$ cat config.mk
export PLATFORM = sky130hd
export DESIGN_NAME = vector_writeback_stage
export DESIGN_NICKNAME = d
export VERILOG_FILES = /design/src/rtl/vector_writeback_stage.sv
export SDC_FILE = /design/constraint.sdc
export NUM_CORES = 1
export LEC_CHECK = 0
export CAP_MARGIN = 10
export CORE_UTILIZATION = 50
export CTS_CLUSTER_SIZE = 30
export DETAILED_ROUTE_END_ITERATION = 16
export GPL_TIMING_DRIVEN = 0
export PLACE_DENSITY = 0.82
export SETUP_SLACK_MARGIN = 0.4
export SYNTH_ARGS = -nofsm -noshare
export SYNTH_HDL_FRONTEND = slang
export SYNTH_SLANG_ARGS = --single-unit
$ cat constraint.sdc
create_clock -name clk -period 3.8 [get_ports clk]
set_input_delay 0.76 -clock clk [delete_from_list [all_inputs] [get_ports clk]]
set_output_delay 0.76 -clock clk [all_outputs]
set_load 0.03 [all_outputs]
$ cat src/rtl/vector_writeback_stage.sv
// ============================================================================
// Module   : vector_writeback_stage
// Purpose  : Final (WB) stage of the vector pipeline. Scalar results are
//            committed to the scalar RF one cycle after capture. Vector
//            results are written to the vector RF in LANES_PER_BEAT-wide
//            beats, and the upstream pipe is held while the burst drains.
// Options  : WB_FWD_EN - when defined, scalar commits are mirrored onto the
//            fwd_* bypass outputs; otherwise fwd_* are tied to zero.
// Revision : 1.0 - initial release
// ============================================================================
`default_nettype none

module vector_writeback_stage #(
    parameter int DATA_WIDTH     = 16,
    parameter int NUM_LANES      = 16,
    parameter int LANES_PER_BEAT = 4,
    parameter int REG_ADDR_W     = 4,
    localparam int LANE_IDX_W    = (NUM_LANES > 1) ? $clog2(NUM_LANES) : 1
) (
    input  logic                             clk,
    input  logic                             rst,
    input  logic                             in_valid,
    input  logic                             BlockPipe,
    input  logic                             RegWrite,
    input  logic                             MemtoReg,
    input  logic                             Vectorop,
    input  logic [REG_ADDR_W-1:0]            Rd,
    input  logic [DATA_WIDTH-1:0]            Alu_out,
    input  logic [DATA_WIDTH-1:0]            data_out,
    input  logic [NUM_LANES*DATA_WIDTH-1:0]  VectorResult,
    output logic                             sreg_we,
    output logic [REG_ADDR_W-1:0]            sreg_waddr,
    output logic [DATA_WIDTH-1:0]            sreg_wdata,
    output logic                             vreg_we,
    output logic [REG_ADDR_W-1:0]            vreg_waddr,
    output logic [LANE_IDX_W-1:0]            vreg_lane_base,
    output logic [LANES_PER_BEAT*DATA_WIDTH-1:0] vreg_wdata,
    output logic                             stall_out,
    output logic                             fwd_valid,
    output logic [REG_ADDR_W-1:0]            fwd_rd,
    output logic [DATA_WIDTH-1:0]            fwd_data
);

    localparam int NUM_BEATS = NUM_LANES / LANES_PER_BEAT;
    localparam int BEAT_W    = (NUM_BEATS > 1) ? $clog2(NUM_BEATS) : 1;
    localparam int BEAT_BITS = LANES_PER_BEAT * DATA_WIDTH;

    localparam logic [BEAT_W-1:0] c_LAST_BEAT = BEAT_W'(NUM_BEATS - 1);

    localparam logic [1:0] c_ST_IDLE   = 2'd0;
    localparam logic [1:0] c_ST_SCALAR = 2'd1;
    localparam logic [1:0] c_ST_VBURST = 2'd2;

    logic [1:0]                      state_q, state_d;
    logic [BEAT_W-1:0]               beat_q, beat_d;
    logic [REG_ADDR_W-1:0]           rd_q, rd_d;
    logic [DATA_WIDTH-1:0]           sdata_q, sdata_d;
    logic [NUM_LANES*DATA_WIDTH-1:0] vec_q, vec_d;

    logic                            w_in_scalar;
    logic                            w_in_burst;
    logic                            w_last_beat;
    logic                            w_accept;
    logic [BEAT_BITS-1:0]            w_beat_data;

    assign w_in_scalar = (state_q == c_ST_SCALAR);
    assign w_in_burst  = (state_q == c_ST_VBURST);
    assign w_last_beat = (beat_q == c_LAST_BEAT);

    // Upstream is held for every beat except the last, so the next
    // instruction can be taken on the edge that retires the final beat.
    assign stall_out = w_in_burst && !w_last_beat;
    assign w_accept  = in_valid && !BlockPipe && !stall_out;

    // Next-state: a fresh capture always wins; otherwise advance the burst or fall idle
    always_comb begin
        state_d = c_ST_IDLE;
        beat_d  = '0;
        rd_d    = rd_q;
        sdata_d = sdata_q;
        vec_d   = vec_q;
        if (w_accept && RegWrite) begin
            rd_d = Rd;
            if (Vectorop) begin
                // Vector R0 is an ordinary register and is always written
                state_d = c_ST_VBURST;
                vec_d   = VectorResult;
            end else if (Rd != '0) begin
                // Scalar R0 is hardwired zero, so such writes are dropped here
                state_d = c_ST_SCALAR;
                sdata_d = MemtoReg ? data_out : Alu_out;
            end
        end else if (w_in_burst && !w_last_beat) begin
            state_d = c_ST_VBURST;
            beat_d  = beat_q + BEAT_W'(1);
        end
    end

    // State and captured-operand registers; reset abandons any burst in flight
    always_ff @(posedge clk or negedge rst) begin
        if (!rst) begin
            state_q <= c_ST_IDLE;
            beat_q  <= '0;
            rd_q    <= '0;
            sdata_q <= '0;
            vec_q   <= '0;
        end else begin
            state_q <= state_d;
            beat_q  <= beat_d;
            rd_q    <= rd_d;
            sdata_q <= sdata_d;
            vec_q   <= vec_d;
        end
    end

    // Select the lane group addressed by the current beat
    always_comb begin
        w_beat_data = '0;
        for (int k = 0; k < NUM_BEATS; k++) begin
            if (beat_q == BEAT_W'(k)) begin
                w_beat_data = vec_q[k*BEAT_BITS +: BEAT_BITS];
            end
        end
    end

    // Write ports are gated so that they read all-zero whenever idle
    assign sreg_we        = w_in_scalar;
    assign sreg_waddr     = w_in_scalar ? rd_q : '0;
    assign sreg_wdata     = w_in_scalar ? sdata_q : '0;

    assign vreg_we        = w_in_burst;
    assign vreg_waddr     = w_in_burst ? rd_q : '0;
    assign vreg_lane_base = w_in_burst ?
                            (LANE_IDX_W'(beat_q) * LANE_IDX_W'(LANES_PER_BEAT)) : '0;
    assign vreg_wdata     = w_in_burst ? w_beat_data : '0;

`ifdef WB_FWD_EN
    // WB->EX bypass mirrors scalar commits only; vector beats never forward
    assign fwd_valid = sreg_we;
    assign fwd_rd    = sreg_waddr;
    assign fwd_data  = sreg_wdata;
`else
    assign fwd_valid = 1'b0;
    assign fwd_rd    = '0;
    assign fwd_data  = '0;
`endif

endmodule

`default_nettype wire

==> results of run 1 <==
-- power by group --
| part | switching (mW) | leakage, nW | internal, mW | total (mW) |
|---|---|---|---|---|
| clock network | 1.24 | 0.512 | 1.83 | 3.08 |
| logic | 3.41 | 5.61 | 3.80 | 7.20 |
| registers | 0.939 | 3.37 | 4.48 | 5.42 |
-- cells in the final DEF, fill, tap and decap left out, types with 3 or more instances in the layout --
cell type / instances
inv_1: 65
mux2_4: 229
clkbuf_4: 11
clkdlybuf4s50_1: 325
buf_4: 46
conb_1: 23
dfrtp_1: 279
nand2_1: 65
a21oi_2: 4
nor2_1: 4
a21oi_1: 124
ha_1: 3
buf_6: 29
diode_2: 7
nand3b_1: 65
a221o_1: 64
mux2_2: 63
and2_1: 25
buf_2: 49
clkbuf_16: 31
clkbuf_2: 21
inv_2: 3
clkinv_2: 6
clkbuf_1: 17
clkbuf_8: 10
clkinvlp_4: 3
bufinv_16: 3
-- registers in the layout, summed over array words and instances (netlist names) --
| register | flops |
|---|---|
| rd_q | 4 |
| vec_q | 256 |
| sdata_q | 16 |
| state_q | 2 |
| beat_q | 2 |
-- critical path: stages, from the launching register on --
cell and delay, ps:
dfrtp_2 440, inv_1 120, ha_1 160, clkbuf_4 230, buf_4 220, nand3b_1 130
a221o_1 350, a21oi_2 220, buf_6 160
-- cell type report --
| class | count | area (µm²) |
|---|---|---|
| Fill cell | 1947 | 8158 |
| Sequential cell | 280 | 7008 |
| Multi-Input combinational cell | 676 | 6561 |
| Timing Repair Buffer | 392 | 3706 |
| Clock buffer | 42 | 887.1 |
| Buffer | 113 | 860.8 |
| Tap cell | 378 | 473.0 |
| Inverter | 68 | 255.2 |
| Clock inverter | 14 | 160.2 |
| Antenna cell | 7 | 17.52 |
-- per-layer routing --
metal,up-vias,routed length (µm),track usage (%)
li1,4789,-,-
met1,5402,16730,34.88
met2,468,21270,49.64
met3,92,3023,6.052
met4,2,1571,10.73
met5,-,13,0
-- cells by family (layout without fill, tap and decap cells) --
| kind of cell | count (synthesis) | after routing | share of synthesized area [%] |
|---|---|---|---|
| adder cells (fa/ha/maj) | 4 | 4 | 0.3470 |
| flip-flops | 280 | 280 | 48.58 |
| AO/OA/AOI/OAI | 192 | 192 | 8.883 |
| other | 1 | 30 | 0.02600 |
| buffers and inverters | 181 | 629 | 6.697 |
| AND/OR/NAND/NOR | 165 | 165 | 6.714 |
| multiplexers | 292 | 292 | 28.76 |
-- through the flow --
stage	instance area, µm²	setup slack, ps	cells
detailed placement	18940	-657.2	1907
finish	19930	442.0	1970
global route	19920	306.7	1967
floorplan	14510	772.8	1137
global placement	18880	-10110	1905
CTS	19990	330.9	1963
-- worst paths after layout --
kind                       slack [ps]             end  cells after the start
max reg2reg                      1610     sdata_q[11]                      6
min                               220      vec_q[247]                      1
max                               440  vreg_wdata[48]                      8
min reg2reg                       500     sdata_q[14]                      1
min in group clk                  500     sdata_q[14]                      1
max in group asynchronous        2550      vec_q[221]                      2
-- what timing repair did --
item,CTS,global route
pin swaps,0,1
setup endpoints to repair,64,62
gates resized for setup,342,93
==> impl_summary.md, run 1 <==
Run status
The flow ran to the end, and the final reports show no timing, DRC or antenna violations.

Clock network
The tree built by TritonCTS fans out to 280 sinks. TritonCTS built the clock tree. In this run, CTS created clock tree buffers numbering 31. The quantity of hold-fixing buffers added after cts is 0.

The clock insertion delay at the later pin of the skew report is 570 ps. The setup fix buffers added after clock tree synthesis is 0. The total number of H-tree levels is 1. After clock tree synthesis, the clock-pin slew on the worst setup and hold paths is 60 ps.

The cell sitting at the root of the clock tree is a clkbuf_16. The longest clock path from root to sink contains 3 buffers.

Die
The floorplan die height is 171.8 µm. The die covers 29530 µm². The effective utilization at floorplan is 51.35%. The overall die width is 171.8 µm. 415 I/O pins were placed. The area of the core is 28090 µm². The total number of placement rows is 61.

Route
Dividing the detail-routed via count by the number of cells gives 5.458. The number of remaining DRC errors is 0. The final layout contains routed wiring with a total length of 42610 µm.

The final route contains 10753 vias. The count of antenna-violating nets left after detailed routing is 0. The pre-antenna-repair detailed-routing pass consisted of 5 iterations. The mean routed wirelength per cell is 21.63 µm. After the first detailed-routing iteration, the DRC count stood at 646.

Yosys
The Yosys step of the flow raised 0 warnings. The most used flip-flop cell after synthesis is dfrtp_1. The library cell with the largest summed area after synthesis is dfrtp_1. By area the synthesized netlist is led by dfrtp_1, mux2_4, mux2_2.

The fraction of the yosys area taken by sequential cells is 48.58%. In the post-synthesis netlist, the cell with the most instances is dfrtp_1. The synthesized area is 14420 µm². The post-synthesis sequential element count is 280. The post-synthesis instance total is 1115. The synthesized area per cell is 12.94 µm². The share of Yosys cell area claimed by the top area cell type is 48.58%.

Ranked by instance count, the synthesized netlist is headed by dfrtp_1, mux2_4, a21oi_1, inv_1. Counting distinct cell types in the post-synthesis netlist gives 24. Yosys mapped a number of flops with a built-in enable equal to 0. The async set or reset register ratio after synthesis is 100.0%.

Timing
Hold is met by 217.6 ps. For the pin with the worst max-slew slack, the measured transition is 756.4 ps. The count of endpoints failing setup in the final report is 0. In this run the tightest slew margin relative to its limit is 49.57%. The total negative slack is 0 ps. The max-slew violation count is 0. On the final layout, the worst clock skew is 16.17 ps.

Setup repair after global routing could not meet its margin everywhere. The shortest period the worst path allows is 3358 ps. The number of hold violations in the final report is 0. Dividing the final minimum period by the clock period gives 88.37%. Based on the critical path, the design can be clocked at up to 297.8 MHz.

Final layout
The final net count is 1865. The utilization after layout is 70.96%. The share of post-route cells with drive strength above 1 is 32.87%. The area growth from synthesis to layout is 38.17%.

Worst setup path
In this run the worst path has a maximum fanout of 10. The startpoint type of the worst setup path is a flip-flop. The worst setup path category is flip-flop to output pin. STA classifies the critical path endpoint as an output pin. The launching point of the worst reg2reg path is beat_q[0]. The launching element of the worst setup path is beat_q[0]. At the worst endpoint, the required time is 3040 ps. At the worst endpoint, the arrival time is 2600 ps.

Placement
The count of buffers added on input and output ports is 390. The congestion estimate from routability-driven global placement came to 0.8628. The HPWL after detailed placement is 30800 µm.

Flow run
The total of max-cap violations is 0.

Global routing
The number of antenna violations at the first check in global routing was 8. Entering global routing, the biggest net connects 113 pins. The number of global-route vias before repair is 11495. After global routing the overflow that remains totals 0. The first-pass GRT wire length is 64390 µm. Global routing used 28.62% of the available tracks across all layers.

Pwr
Summed over all cells, the static leakage comes to 9.488 nW. The post-layout total power is 15.70 mW. VDD sags by at most 465.6 µV. Power spread over the standard cell area amounts to 787.8 nW/µm².

Worst hold path
The path class of the tightest hold or removal check is input port to async pin.
No activity file was read; power rests on OpenSTA's default activity.
==> run 2, diff against run 1 <==
CORE_UTILIZATION = 52   (was 50)
PLACE_DENSITY = 0.85   (was 0.82)
==> run 2 against run 1 <==
Compared with the run above: worst setup slack worse by 20 ps; combinational power hardly changed; critical path type unchanged; critical path depth stayed put; sequential power hardly changed; cell count is 0.46% lower; wire length is 0.66% higher.
==> impl_summary.md, run 2 (synthesis results as in run 1) <==
Pwr
The switching power of the nets is 5.598 mW. The share of total power dissipated in sequential elements is 34.4%. The clock share of power is 19.8%. In this run the static leakage power is 9.506 nW. The post-layout total power is 15.75 mW.

The total power per unit cell area is 789.8 nW/µm². The worst ir drop on vdd is 608.7 µV. The cell-internal power is 10.16 mW. The share of total power dissipated in combinational logic is 45.8%. Net switching is 35.53% of the power.

Final layout
The utilization after layout is 73.61%. Fill cells in the final layout number 1797. The register ranked first by flip-flop count is vec_q. Compared with the post-synthesis result, the final layout area differs by 38.30%. The share of post-route cells with drive strength above 1 is 33.25%. The most frequent standard cell in the layout excluding fill and tap cells is clkdlybuf4s50_1.

The flip-flop count of the largest register after layout is 256. The count of cells in the finished layout, fillers not included, comes to 1961. In the layout the commonest cells are clkdlybuf4s50_1, dfrtp_1, mux2_4. At the end of the flow, the number of nets in the layout was 1865. The largest registers in the layout are vec_q (256), sdata_q (16), rd_q (4).

Placement
In this run, placement finished with an instance count of 1901. The worst slack at placement is -563.4 ps. Input and output buffers added on the ports amount to 390. The HPWL reported at the end of detailed placement is 31000 µm. At the end of routability-driven placement, the weighted congestion stood at 0.8582.

Worst setup path
The critical path is of the flip-flop to output pin type. The delay contributed by the slowest stage of the critical path is 440 ps. Among cell families on the critical path, the largest total delay comes from buffers and inverters. The critical path goes through inv_1 > ha_1 > clkbuf_8 > clkbuf_4 > a21oi_1 > a221o_1 > a21oi_1 > clkbuf_4. The data arrival time of the critical path is 2620 ps.

The startpoint identified for the worst register-to-register timing path is beat_q[0]. STA puts the critical path data required time at 3040 ps. In this run the worst path has a maximum fanout of 10.

The endpoint identified for the worst register-to-register timing path is sdata_q[7]. The number of buffers and inverters on the critical path is 4. The cell count of the worst reg-to-reg path is 6.

The kind of capture point of the worst setup path is an output pin. For flop-to-flop paths, the worst setup slack is 1610 ps. The startpoint type of the worst setup path is a flip-flop. The cell with the biggest individual delay on the critical path is dfrtp_2.

Clock network
The clock tree from TritonCTS is yes. For the worst-skew pair, the clock arrives at the later sink with an insertion delay of 560 ps. The total number of H-tree levels is 1. No sink is reached through more buffers than the 3 on the longest clock path. The setup fix buffers added after clock tree synthesis is 0.

The number of clock buffers inserted by TritonCTS is 31. The cell sitting at the root of the clock tree is a clkbuf_16. The clock sink total is 280. The clock slew at the register clock pins of the worst setup and hold paths is 60 ps.

Timing
Setup repair after global routing could not meet its margin everywhere. Setup violations remaining at the end of the flow were counted as 0. For the final routed database, the setup TNS stands at 0 ps.

The shortest period the worst path allows is 3378 ps. Measured against its own limit, the worst slew margin works out to 48.69%. The max-slew violation count was 0.

The number of hold violations in the final report is 0. Derived from the worst setup path, the maximum achievable clock frequency is 296.1 MHz. The slew at the pin with the worst max-slew slack is 769.6 ps. Across the routed clock network, the largest skew measured is 17.06 ps. The part of the cycle the worst path needs is 88.89%. The worst path meets setup with 422.4 ps of slack.

Flow run
The total of max-cap violations is 0.

Global routing
Entering global routing, the biggest net connects 122 pins. Summed over all layers, the global routing overflow is 0. The number of antenna violations at the first check in global routing is 6. The number of global-route vias before repair was 11599. The first global-routing pass estimated 66080 µm of wire. In the global route stage, overall resource usage came out at 30.18%.

Route
Once detail routing completed, the nets flagged for antenna violations numbered 0. In this run, the number of DRC markers left after iteration 0 of detailed routing was 868. After detailed routing, the number of remaining DRC violations is 0. The final layout contains routed wiring with a total length of 42890 µm. The first-pass iteration count of the detailed router is 5. The detailed router placed 10794 vias in this run.

After detailed routing, the number of vias per cell comes to 5.504. Dividing the detail-routed wire length by the instance count gives 21.87 µm.

Die
The initialized floorplan defines 60 standard-cell rows. Pin placement for this block handled 415 I/O pins. The area of the core is 27100 µm². The overall die area is 28410 µm². From left edge to right edge, the die measures 168.5 µm. The floorplan die height is 168.5 µm. The effective utilization at floorplan is 53.22%.

Run status
The flow ran to the end, and the final reports show no timing, DRC or antenna violations.

Worst hold path
The worst min-delay path category is input port to async pin.
## run 2: cell types whose count changed in the layout (fill, tap and decap cells not counted), sizes merged
cell / delta
buf: -1
clkinvlp: -1
clkdlybuf4s18: -1
clkdlybuf4s15: +3
inv: -2
diode: -3
clkbuf: -1
clkinv: +3
## run 2: worst max path at each step
stage | start | to | slack (ps) | cells past startpoint
after floorplan | beat_q[1] | vreg_wdata[42] | 770 | 8
after global placement | rst | vec_q[214] | -9920 | 1
after detailed placement | beat_q[1] | vreg_wdata[45] | -560 | 9
after CTS | beat_q[0] | vreg_wdata[32] | 360 | 8
after global routing | beat_q[0] | vreg_wdata[17] | 370 | 8
final | beat_q[0] | vreg_wdata[62] | 420 | 8
## run 2: area by class of cell
type | count | area (µm²) | share of cell area (%)
clock inverter | 14 | 150.1 | 0.7527
timing repair buffer | 392 | 3705 | 18.57
sequential | 280 | 7008 | 35.13
buffer | 113 | 864.6 | 4.334
multi-input combinational | 676 | 6573 | 32.95
clock buffer | 42 | 917.1 | 4.598
inverter | 68 | 255.2 | 1.280
antenna | 4 | 10.01 | 0.05018
tap | 372 | 465.4 | 2.333
## run 2: metal layers
layer  vias to the layer above  wire [µm]  track usage (%)
li1                       4804          -                -
met1                      5410      17190            37.07
met2                       470      21300            52.08
met3                       106       2796            6.219
met4                         4       1576            12.02
met5                         -         31                0
## run 2: power by group through the flow
| stage | registers [mW] | clock network [mW] | logic [mW] |
|---|---|---|---|
| after CTS | 5.38 | 3.15 | 7.25 |
| after global routing | 5.57 | 3.28 | 7.65 |
| after detailed placement | 5.38 | 0 | 7.16 |
| final | 5.42 | 3.12 | 7.21 |
| after floorplan | 5.08 | 0 | 5.05 |
| after global placement | 5.32 | 0 | 6.95 |
## run 2: through the flow
step                hold slack (ps)  cell area, µm²
global placement              477.0           18880
global route                  157.2           19950
finish                        114.2           19950
floorplan                     454.1           14510
detailed placement            491.8           18940
CTS                           121.4           20090
## run 2: timing repair
item,CTS,global route
setup endpoints to repair,64,62
pin swaps,1,1
hold buffers,0,0
cloned,0,0
endpoints found under the hold margin,0,0
resized for setup,329,93
==> run 3, diff against run 2 <==
RECOVER_POWER = 25   (was default)
SKIP_CTS_REPAIR_TIMING = 1   (was default)
==> run 3 against run 2 <==
Compared with the run above: the flow now finishes with violations (max-capacitance violations, max-slew violations); clock power about the same; register-to-register slack got worse by 80 ps; flip-flop and latch count unchanged.
==> impl_summary.md, run 3 (synthesis results as in run 1) <==
Run status
The run finished, with violations left. The final reports fail on max-capacitance violations, max-slew violations.

Final layout
The flip-flop count of the largest register after layout is 256. The post-route netlist has 32.60% of its cells at a drive strength greater than 1. The final net count is 1866.

After routing the design area is 19920 µm². The largest registers in the layout are vec_q (256), sdata_q (16), rd_q (4). In the layout the commonest cells are clkdlybuf4s50_1, dfrtp_1, mux2_4. Relative to the synthesized area, the layout overhead comes to 38.12%.

The most frequent standard cell in the layout excluding fill and tap cells is clkdlybuf4s50_1. The register ranked first by flip-flop count is vec_q.

Worst setup path
The cell family contributing the most delay on the critical path is buffers and inverters. In this design, the stage delay of the slowest critical-path cell is 460 ps. The worst-path maximum fanout is 10. STA puts the critical path data required time at 3040 ps. The worst setup path is launched from a flip-flop.

The data arrival time of the critical path is 2620 ps. The buffer and inverter count on the worst path is 4. The most frequent cell on the critical path is clkbuf_2. The worst setup path is of the flip-flop to output pin kind. Walking the worst path, the cells encountered are inv_1 > ha_1 > clkbuf_2 > buf_2 > a221o_1 > a21oi_1 > clkbuf_2. The kind of capture point of the worst setup path is an output pin. The cell with the biggest individual delay on the critical path is dfrtp_1.

Route
After detailed routing, the number of remaining DRC violations is 0. The mean routed wirelength per cell is 21.99 µm. The first detailed-routing pass ran for 5 iterations. The vias after detailed routing is 10756. The detailed-route wire length is 43140 µm. The detail route stage leaves a number of antenna-violating nets equal to 0. In the routed layout, each cell is associated on average with a via count of 5.482.

The DRC marker count from the first detailed-route iteration is 790.

Clock network
Clock-pin slew was measured on the worst setup and hold paths at 60 ps. The master cell of the clock root buffer is clkbuf_16. TritonCTS built the clock tree.

Clock tree synthesis inserted a total of 31 buffers. The later pin in the worst-skew pair is clocked with a latency of 560 ps. The total number of H-tree levels is 1. The clock sink total is 280. No sink is reached through more buffers than the 3 on the longest clock path.

Die
The floorplan die height is 168.5 µm. The initial utilization of the core area, before any placement, comes to 53.22%. The overall die area is 28410 µm². The floorplan step defined a core boundary enclosing 27100 µm². 415 I/O pins were placed.

The floorplan has 60 rows. The overall die width is 168.5 µm.

Timing
The number of hold violations in the final report is 0. The max-slew violation count is 58. Setup violations remaining at the end of the flow were counted as 0. Setup repair after global routing could not meet its margin everywhere. The headroom to the max-slew limit is -90.09%. The worst path uses 89.04% of the clock period. The tightest hold margin is 500.9 ps.

The shortest period the worst path allows is 3384 ps. Derived from the worst setup path, the maximum achievable clock frequency is 295.5 MHz. The clock tree skew after final layout is 13.98 ps. At the pin with the least slew margin, the transition time is 2851 ps.

Flow run
Max-cap violations in this run came to 1.

Pwr
The switching share of total power is 35.61%. For this design the static power due to leakage is 9.591 nW. The worst-case IR drop observed on VDD is 607.0 µV. The cell-internal power is 10.13 mW.

The share of total power dissipated in sequential elements is 34.5%. Per report_power, the combinational group accounts for 45.7% of the total. The switching power of the nets is 5.601 mW. In this run, the clock network consumes 19.8% of the power. Power spread over the standard cell area amounts to 789.5 nW/µm².

Placement
The number of input and output port buffers inserted is 390. Detailed placement finished with a half-perimeter wire length of 31000 µm. The final estimated routing congestion in global placement is 0.8582. Summing all placed instances gives a cell area of 18940 µm².

Global routing
After global routing the overflow that remains totals 0. The global-route total usage across every layer is 30.09%. The first-pass GRT wire length is 65850 µm. The number of antenna violations at the first check in global routing is 6. Entering global routing, the biggest net connects 122 pins. The number of global-route vias before repair is 11607.

Worst hold path
The path class of the tightest hold or removal check is flip-flop to flip-flop.
==> run 3: layout make-up <==
class	instances	area [µm²]
Fill cell	1798	7178
Sequential cell	280	7007
Multi-Input combinational cell	676	6558
Timing Repair Buffer	393	3727
Clock buffer	42	917.1
Buffer	113	833.3
Tap cell	372	465.4
Inverter	68	255.2
Clock inverter	14	150.1
Antenna cell	4	10.01
==> run 3: final timing paths <==
| path | startpoint | cells after the start | slack [ps] | end |
|---|---|---|---|---|
| max | beat_q[0] | 7 | 420 | vreg_wdata[49] |
| min | sdata_q[1] | 1 | 500 | sdata_q[1] |
| max reg2reg | beat_q[0] | 6 | 1530 | sdata_q[7] |
| max in group asynchronous | rst | 1 | 850 | vec_q[230] |
| min in group asynchronous | rst | 1 | 1320 | vec_q[55] |
| min reg2reg | sdata_q[1] | 1 | 500 | sdata_q[1] |
==> run 3: through the flow <==
step / utilization (%) / std cells / TNS (ps) / power (mW) / setup slack, ps
2_1_floorplan: - / 1137 / 0 / 10.13 / 772.8
3_3_place_gp: 69.65 / 1899 / -2774490 / 12.28 / -9915
3_5_place_dp: 69.87 / 1901 / -9630 / 12.54 / -563.4
4_1_cts: 73.81 / 1957 / -47090 / 15.78 / -1162
5_1_grt: 73.50 / 1961 / 0 / 16.47 / 329.8
6_report: 73.51 / 1962 / 0 / 15.73 / 416.4
==> run 3: power by group through the flow <==
stage	Clock (mW)	Combinational (mW)	Sequential [mW]
2_1_floorplan	0	5.05	5.08
3_3_place_gp	0	6.95	5.32
3_5_place_dp	0	7.16	5.38
4_1_cts	3.15	7.25	5.38
5_1_grt	3.28	7.63	5.57
6_report	3.12	7.19	5.43
==> run 3: layer usage <==
layer	part of all wire [%]	wire [µm]	GRT usage, %	vias up
li1	-	-	-	4810
met1	40	17170	36.69	5363
met2	50	21360	51.60	470
met3	6.6	2850	6.617	109
met4	4.0	1720	12.69	4
met5	0.072	31	0	-
